==> src/rtl/bnn_pkg.sv <==
// Shared definitions for the binary-neuron datapath: FSM state encoding and
// the popcount result width used by both the accumulator and the activation stage.
package bnn_pkg;

    localparam logic [0:0] ACC = 1'b0;
    localparam logic [0:0] OUT = 1'b1;

    // Bits needed to count 0..in_w matches.
    function automatic int unsigned pc_width(input int unsigned in_w);
        return $clog2(in_w + 1);
    endfunction

endpackage

==> src/rtl/bnn_popcount.sv <==
// Combinational XNOR-popcount of one beat: number of bit positions where x equals w.
module bnn_popcount
    import bnn_pkg::*;
#(
    parameter int unsigned IN_W = 8,
    localparam int unsigned PC_W = pc_width(IN_W)
) (
    input  logic [IN_W-1:0] x,
    input  logic [IN_W-1:0] w,
    output logic [PC_W-1:0] pc
);

    logic [IN_W-1:0] match;

    assign match = ~(x ^ w);

    always_comb begin
        pc = '0;
        for (int i = 0; i < IN_W; i++) begin
            pc = pc + PC_W'(match[i]);
        end
    end

endmodule

==> src/rtl/bnn_xnor_acc.sv <==
// Streaming XNOR-popcount accumulator for one binary neuron; out_sum feeds the threshold stage.
// Define BNN_ACC_SAT_EN to clamp the sum at 2^ACC_W-1 instead of wrapping.
module bnn_xnor_acc
    import bnn_pkg::*;
#(
    parameter int unsigned IN_W  = 8,
    parameter int unsigned ACC_W = 8
) (
    input  logic             clk,
    input  logic             rst,
    input  logic             in_valid,
    output logic             in_ready,
    input  logic             in_last,
    input  logic [IN_W-1:0]  in_x,
    input  logic [IN_W-1:0]  in_w,
    output logic             out_valid,
    input  logic             out_ready,
    output logic [ACC_W-1:0] out_sum,
    output logic             out_ovf
);

    localparam int unsigned PC_W = pc_width(IN_W);

    logic [0:0]       state_q, state_d;
    logic [ACC_W-1:0] acc_q, acc_d;
    logic             ovf_q, ovf_d;
    logic [ACC_W-1:0] sum_q, sum_d;
    logic             out_ovf_q, out_ovf_d;

    logic [PC_W-1:0]  pc;
    logic [ACC_W:0]   sum_ext;
    logic             carry;
    logic             ovf_new;
    logic [ACC_W-1:0] acc_new;
    logic             beat;

    bnn_popcount #(
        .IN_W (IN_W)
    ) u_popcount (
        .x  (in_x),
        .w  (in_w),
        .pc (pc)
    );

    assign in_ready  = (state_q == ACC);
    assign out_valid = (state_q == OUT);
    assign out_sum   = sum_q;
    assign out_ovf   = out_ovf_q;

    assign beat = in_valid && in_ready;

    // One extra bit so the carry out of the accumulator is visible.
    assign sum_ext = {1'b0, acc_q} + (ACC_W + 1)'(pc);
    assign carry   = sum_ext[ACC_W];
    assign ovf_new = ovf_q | carry;

`ifdef BNN_ACC_SAT_EN
    // Once overflowed, the sum stays pinned at full scale for the rest of the vector.
    assign acc_new = ovf_new ? {ACC_W{1'b1}} : sum_ext[ACC_W-1:0];
`else
    assign acc_new = sum_ext[ACC_W-1:0];
`endif

    always_comb begin
        state_d   = state_q;
        acc_d     = acc_q;
        ovf_d     = ovf_q;
        sum_d     = sum_q;
        out_ovf_d = out_ovf_q;
        unique case (state_q)
            ACC: begin
                if (beat) begin
                    if (in_last) begin
                        sum_d     = acc_new;
                        out_ovf_d = ovf_new;
                        state_d   = OUT;
                    end else begin
                        acc_d = acc_new;
                        ovf_d = ovf_new;
                    end
                end
            end
            OUT: begin
                if (out_ready) begin
                    acc_d   = '0;
                    ovf_d   = 1'b0;
                    state_d = ACC;
                end
            end
            default: state_d = ACC;
        endcase
    end

    always_ff @(posedge clk or posedge rst) begin
        if (rst) begin
            state_q   <= ACC;
            acc_q     <= '0;
            ovf_q     <= 1'b0;
            sum_q     <= '0;
            out_ovf_q <= 1'b0;
        end else begin
            state_q   <= state_d;
            acc_q     <= acc_d;
            ovf_q     <= ovf_d;
            sum_q     <= sum_d;
            out_ovf_q <= out_ovf_d;
        end
    end

endmodule

==> config.mk <==
export PLATFORM = sky130hd
export DESIGN_NAME = bnn_xnor_acc
export DESIGN_NICKNAME = d
export VERILOG_FILES = /design/src/rtl/bnn_pkg.sv /design/src/rtl/bnn_popcount.sv /design/src/rtl/bnn_xnor_acc.sv
export SDC_FILE = /design/constraint.sdc
export NUM_CORES = 1
export LEC_CHECK = 0
export CAP_MARGIN = 20
export CORE_ASPECT_RATIO = 1.75
export CORE_MARGIN = 4
export CORE_UTILIZATION = 43
export DETAILED_ROUTE_END_ITERATION = 10
export PLACE_DENSITY = 0.75
export SLEW_MARGIN = 20
export SYNTH_ARGS = -nofsm -noshare
export SYNTH_HDL_FRONTEND = slang
export SYNTH_SLANG_ARGS = --single-unit
export TNS_END_PERCENT = 1
==> constraint.sdc <==
create_clock -name clk -period 1.9 [get_ports clk]
set_input_delay 0.285 -clock clk [delete_from_list [all_inputs] [get_ports clk]]
set_output_delay 0.285 -clock clk [all_outputs]
set_load 0.02 [all_outputs]
# [Word level (Yosys, flattened, before mapping)]
# Cells that the tools add are included.
[op_classes] bitwise_logic=4 n_addsub=8 eq_ne=3 muxes=12 n_reduce_logical=3
[op_table] operator="4-bit by 1-bit adder with 4-bit output" n=6
[op_table] operator="8-bit 2-to-1 mux" n=3
[op_table] operator="8-bit one-hot mux with 2 select lines" n=1
[op_table] operator="8-bit by 4-bit adder with 9-bit output" n=1
[op_table] operator="8-bit NOT" n=1
[op_table] operator="8-bit bitwise XOR" n=1
[op_table] operator="1-bit 2-to-1 mux" n=6
[op_table] operator="3-bit AND reduction" n=2
[op_table] operator="2-bit != test (second input constant)" n=2
[op_table] operator="1-bit one-hot mux with 2 select lines" n=2
[op_table] operator="1-bit by 1-bit adder with 2-bit output" n=1
[op_table] operator="2-bit by 1-bit != test with 1-bit output (second input constant)" n=1
[op_table] operator="1-bit logical AND" n=1
[op_table] operator="1-bit NOT" n=1
[op_table] operator="1-bit bitwise OR" n=1
[word_totals] ff_bits=19 output_inout_bits=11 elab_cells=35

# [Logic depth before layout (Yosys ltp)]
[logic_depth] ltp_word=14 mapped_depth=15 depth_no_buf=15

# [By module]
# A second synthesis with hierarchy kept.
[hier_totals] cells_unflattened=128 area_unflattened_um2=1221.2
[modules_own_cells] mod="bnn_xnor_acc" instances=1 cells_per_inst=103 seq_area_each_um2=475.5 area_per_inst_um2=987.2
[modules_own_cells] mod="bnn_popcount" instances=1 cells_per_inst=25 seq_area_each_um2=0.0 area_per_inst_um2=234.0

# [Least setup slack after synthesis]
# No wires, ideal clock.
[synth_timing] path_type="input to register" startpoint="input in_x[0]" endpoint="register acc_q[7]" required_time_ns=1.772 arrival_ns=3.717 slack_ns=-1.945 stages=15 setup_ns=0.128 path_cell_list="xnor2_1 > ha_1 > inv_1 > fa_1 > fa_1 > inv_1 > fa_1 > inv_1 > fa_1 > inv_1 > ha_1 > a211o_1 > a21oi_2 > or4_4 > o211ai_2"
[synth_between] elab_chain_len=13
[synth_lines] element="start: declaration" line="bnn_xnor_acc.sv:14" source="input logic [IN_W-1:0] in_x,"
[synth_lines] element="8-bit bitwise XOR" line="bnn_popcount.sv:15" source="assign match = ~(x ^ w);"
[synth_lines] element="8-bit NOT" line="bnn_popcount.sv:15"
[synth_lines] element="1-bit by 1-bit adder with 2-bit output" line="bnn_popcount.sv:20" source="pc = pc + PC_W'(match[i]);"
[synth_lines] element="4-bit by 1-bit adder with 4-bit output (6 in series)" line="bnn_popcount.sv:20"
[synth_lines] element="8-bit by 4-bit adder with 9-bit output" line="bnn_xnor_acc.sv:53" source="assign sum_ext = {1'b0, acc_q} + (ACC_W + 1)'(pc);"
[synth_lines] element="8-bit 2-to-1 mux" line="bnn_xnor_acc.sv:73" source="if (in_last) begin"
[synth_lines] element="8-bit 2-to-1 mux" line="bnn_xnor_acc.sv:72" source="if (beat) begin"
[synth_lines] element="8-bit one-hot mux with 2 select lines" line="bnn_xnor_acc.sv:70" source="unique case (state_q)"
[synth_lines] element="end signal: assignment" line="bnn_xnor_acc.sv:97" source="acc_q <= '0;"
[synth_lines] element="end signal: assignment" line="bnn_xnor_acc.sv:103" source="acc_q <= acc_d;"
[synth_lines] element="end: declaration" line="bnn_xnor_acc.sv:25" source="logic [ACC_W-1:0] acc_q, acc_d;"
# Every way passes these cells. The select of a mux whose other input is x is not followed.
# A chain may end at the register's enable or synchronous reset.

# [Worst setup path after layout]
[layout_timing] startpoint="input in_x[1]" endpoint="register acc_q[7]"
# The elaborated chain is that of the path after synthesis.

==> flow_summary.ini <==
[outcome]
outcome = complete, but fails checks
violations = negative setup slack

[power_and_ir_drop]
p_leak_nw = 0.865
finalPower_mw = 2.29
ir_worst_vdd_uv = 934
p_per_area_nw_per_um2 = 1260

[floorplanning]
fp-row-count = 25
core_area_um2 = 2720
ios = 32
die_x_um = 48.5
die_area_um2 = 3820
start_util = 0.452
die_h_um = 78.8

[detailed_routing]
dr.pass1.iters = 4
wirelength_um = 2880
drc_errors = 0
ant_nets = 0
num_vias = 1096
via_per_inst = 5.37
drt-wirelength-per-cell_um = 14.1
drt_iter0_markers = 12

[critical_path]
arrival_ns = 3.82
rr_worst_depth = 6
reg2reg_slack_ns = 0.13
r2r_end = ovf_q
regToRegStartpoint = acc_q[0]
endpoint_kind = register
cp_max_fo = 7
crit_type = in -> reg
worstPathRequired_ns = 2.05
start_kind = input port

[timing]
drv_slew = 0
fin_ws_ns = -1.77
rsz0062_at_grt = true
tightestPinTransition_ns = 0.251
final.period_utilization = 1.93
setup-tns-final_ns = -27.13
clock_skew_ns = 0.0109
post-route-min-period_ns = 3.67
max_freq_mhz = 273
setup_violations = 18
slew-limit-headroom = 0.832
hold_viol = 0

[place]
portBuffers = 31
place_congestion = 0.822
placed_cells = 197
hpwl_um = 2440

[global_route]
grt_overflow = 0
grt_pass1_wl_um = 5110
antenna_found_initial = 0
grt_max_degree = 20
track_usage = 0.166
grt_pass1_vias = 1147

[clock_tree]
cts_hold_buf = 0
clock_path_buffers = 2
root_buffer = clkbuf_8
clock_latency_ns = 0.26
cts_tree = yes
cts_sinks = 19
htreeDepth = 1
path_clk_slew_ns = 0.08
numCtsBuffers = 3

[cells_and_area]
fin_nets = 211
finalNonFillerCells = 204
layout-drive-gt1-share = 0.254
n_antenna_cell = 0
area_growth_pct = 48.1

[yosys]
yosys.area_share.simple = 0.157
synth_xor_area_frac = 0.0925
yosysMostFrequentCell = nand2_1
yosys_warnings = 0
synth_mux_area_frac = 0
yosys.area.top_type_share = 0.386
synth-edff-count = 0
syn-num-nets = 161
yosysUniqueCellTypes = 32
ys_ff_latch = 19
netlist_area_um2 = 1230
avgSynthCellArea_um2 = 9.62
async_flop_share = 1.00
synth_compound_gate_area_share = 0.175
netlist_top_cells_count = nand2_1, dfrtp_1, o21ai_0
synth_area_leader_cell = dfrtp_1
synth_seq_area_share = 0.386
synthAdderAreaFrac = 0.152
netlist_instances = 128
ys.flop_type = dfrtp_1
synth_area_leaders = dfrtp_1, fa_1, ha_1
synth_top_family_by_area = compound AO/OA/AOI/OAI gates

[flow_run]
maxCapViolations = 0

[hold_path]
hold_class = in -> async
worst max-delay path by stage:
stage	start	end	slack, ns	cells past startpoint
finish	in_x[1]	acc_q[7]	-1.77	16
global route	in_x[1]	acc_q[7]	-1.91	17
CTS	in_x[1]	acc_q[7]	-1.80	16
detailed placement	in_w[1]	acc_q[7]	-2.43	16
global placement	in_x[0]	ovf_q	-2.25	16
floorplan	in_x[0]	acc_q[7]	-1.72	15
placed cells by master, fill, tap and decap left out, types with 4 or more instances in the layout:
cell              n
buf_4            16
buf_6             4
clkdlybuf4s50_1  23
dfrtp_1          19
dlygate4sd2_1     4
ha_1              5
inv_1             6
inv_2             4
nand2_1          20
nand3_1           6
o21ai_0           4
o21ai_1           7
xnor2_1           6
xor2_1            4
critical path, stage by stage:
cell,delay (ns)
buf_6,0.10
xnor2_2,0.12
ha_1,0.29
inv_2,0.04
fa_1,0.47
fa_1,0.52
inv_2,0.04
fa_2,0.35
inv_2,0.07
fa_2,0.42
inv_2,0.09
ha_4,0.20
a211o_1,0.32
a21oi_4,0.25
or4_4,0.17
o211ai_2,0.07
cell type report:
type | count | area (µm²)
Clock buffer | 3 | 41.3
Clock inverter | 1 | 5.00
Fill cell | 234 | 898
Inverter | 10 | 37.5
Multi-Input combinational cell | 97 | 800
Sequential cell | 19 | 475
Tap cell | 27 | 33.8
Timing Repair Buffer | 47 | 430
flip-flops by register name, summed over array words and instances, names as in the netlist:
signal,flops
out_valid,1
ovf_q,1
acc_q,8
out_sum,8
out_ovf,1
per-stage QoR:
stage	setup slack, ns	cell area [µm²]	hold WS (ns)	utilization
floorplan	-1.72	1260	0.236	-
global placement	-2.25	1700	0.461	0.623
detailed placement	-2.43	1700	0.466	0.623
CTS	-1.80	1790	0.353	0.656
global route	-1.91	1820	0.406	0.670
finish	-1.77	1820	0.338	0.670
power by group:
group	leakage, nW	internal [mW]	switching [mW]
combinational	0.588	0.737	0.689
sequential	0.251	0.503	0.0785
clock	0.0255	0.146	0.139
per-layer routing:
metal	part of all wire	track usage	vias to the layer above
met5	0	0	-
met4	0.023	0.0701	0
met3	0.043	0.0206	7
met2	0.57	0.318	30
met1	0.36	0.176	518
li1	-	-	541
what timing repair did:
item / 4_1_cts / 5_1_grt
endpoints found under the setup margin: 18 / 18
pin swaps: 25 / 14
resized for setup: 36 / 6
setup buffers: 2 / 1
logic make-up after synthesis:
kind of cell             Yosys count
buffers and inverters             12
adder cells (fa/ha/maj)           12
XOR/XNOR                          13
AND/OR/NAND/NOR                   40
AO/OA/AOI/OAI                     32
flip-flops                        19
No activity file was read; power rests on OpenSTA's default activity.
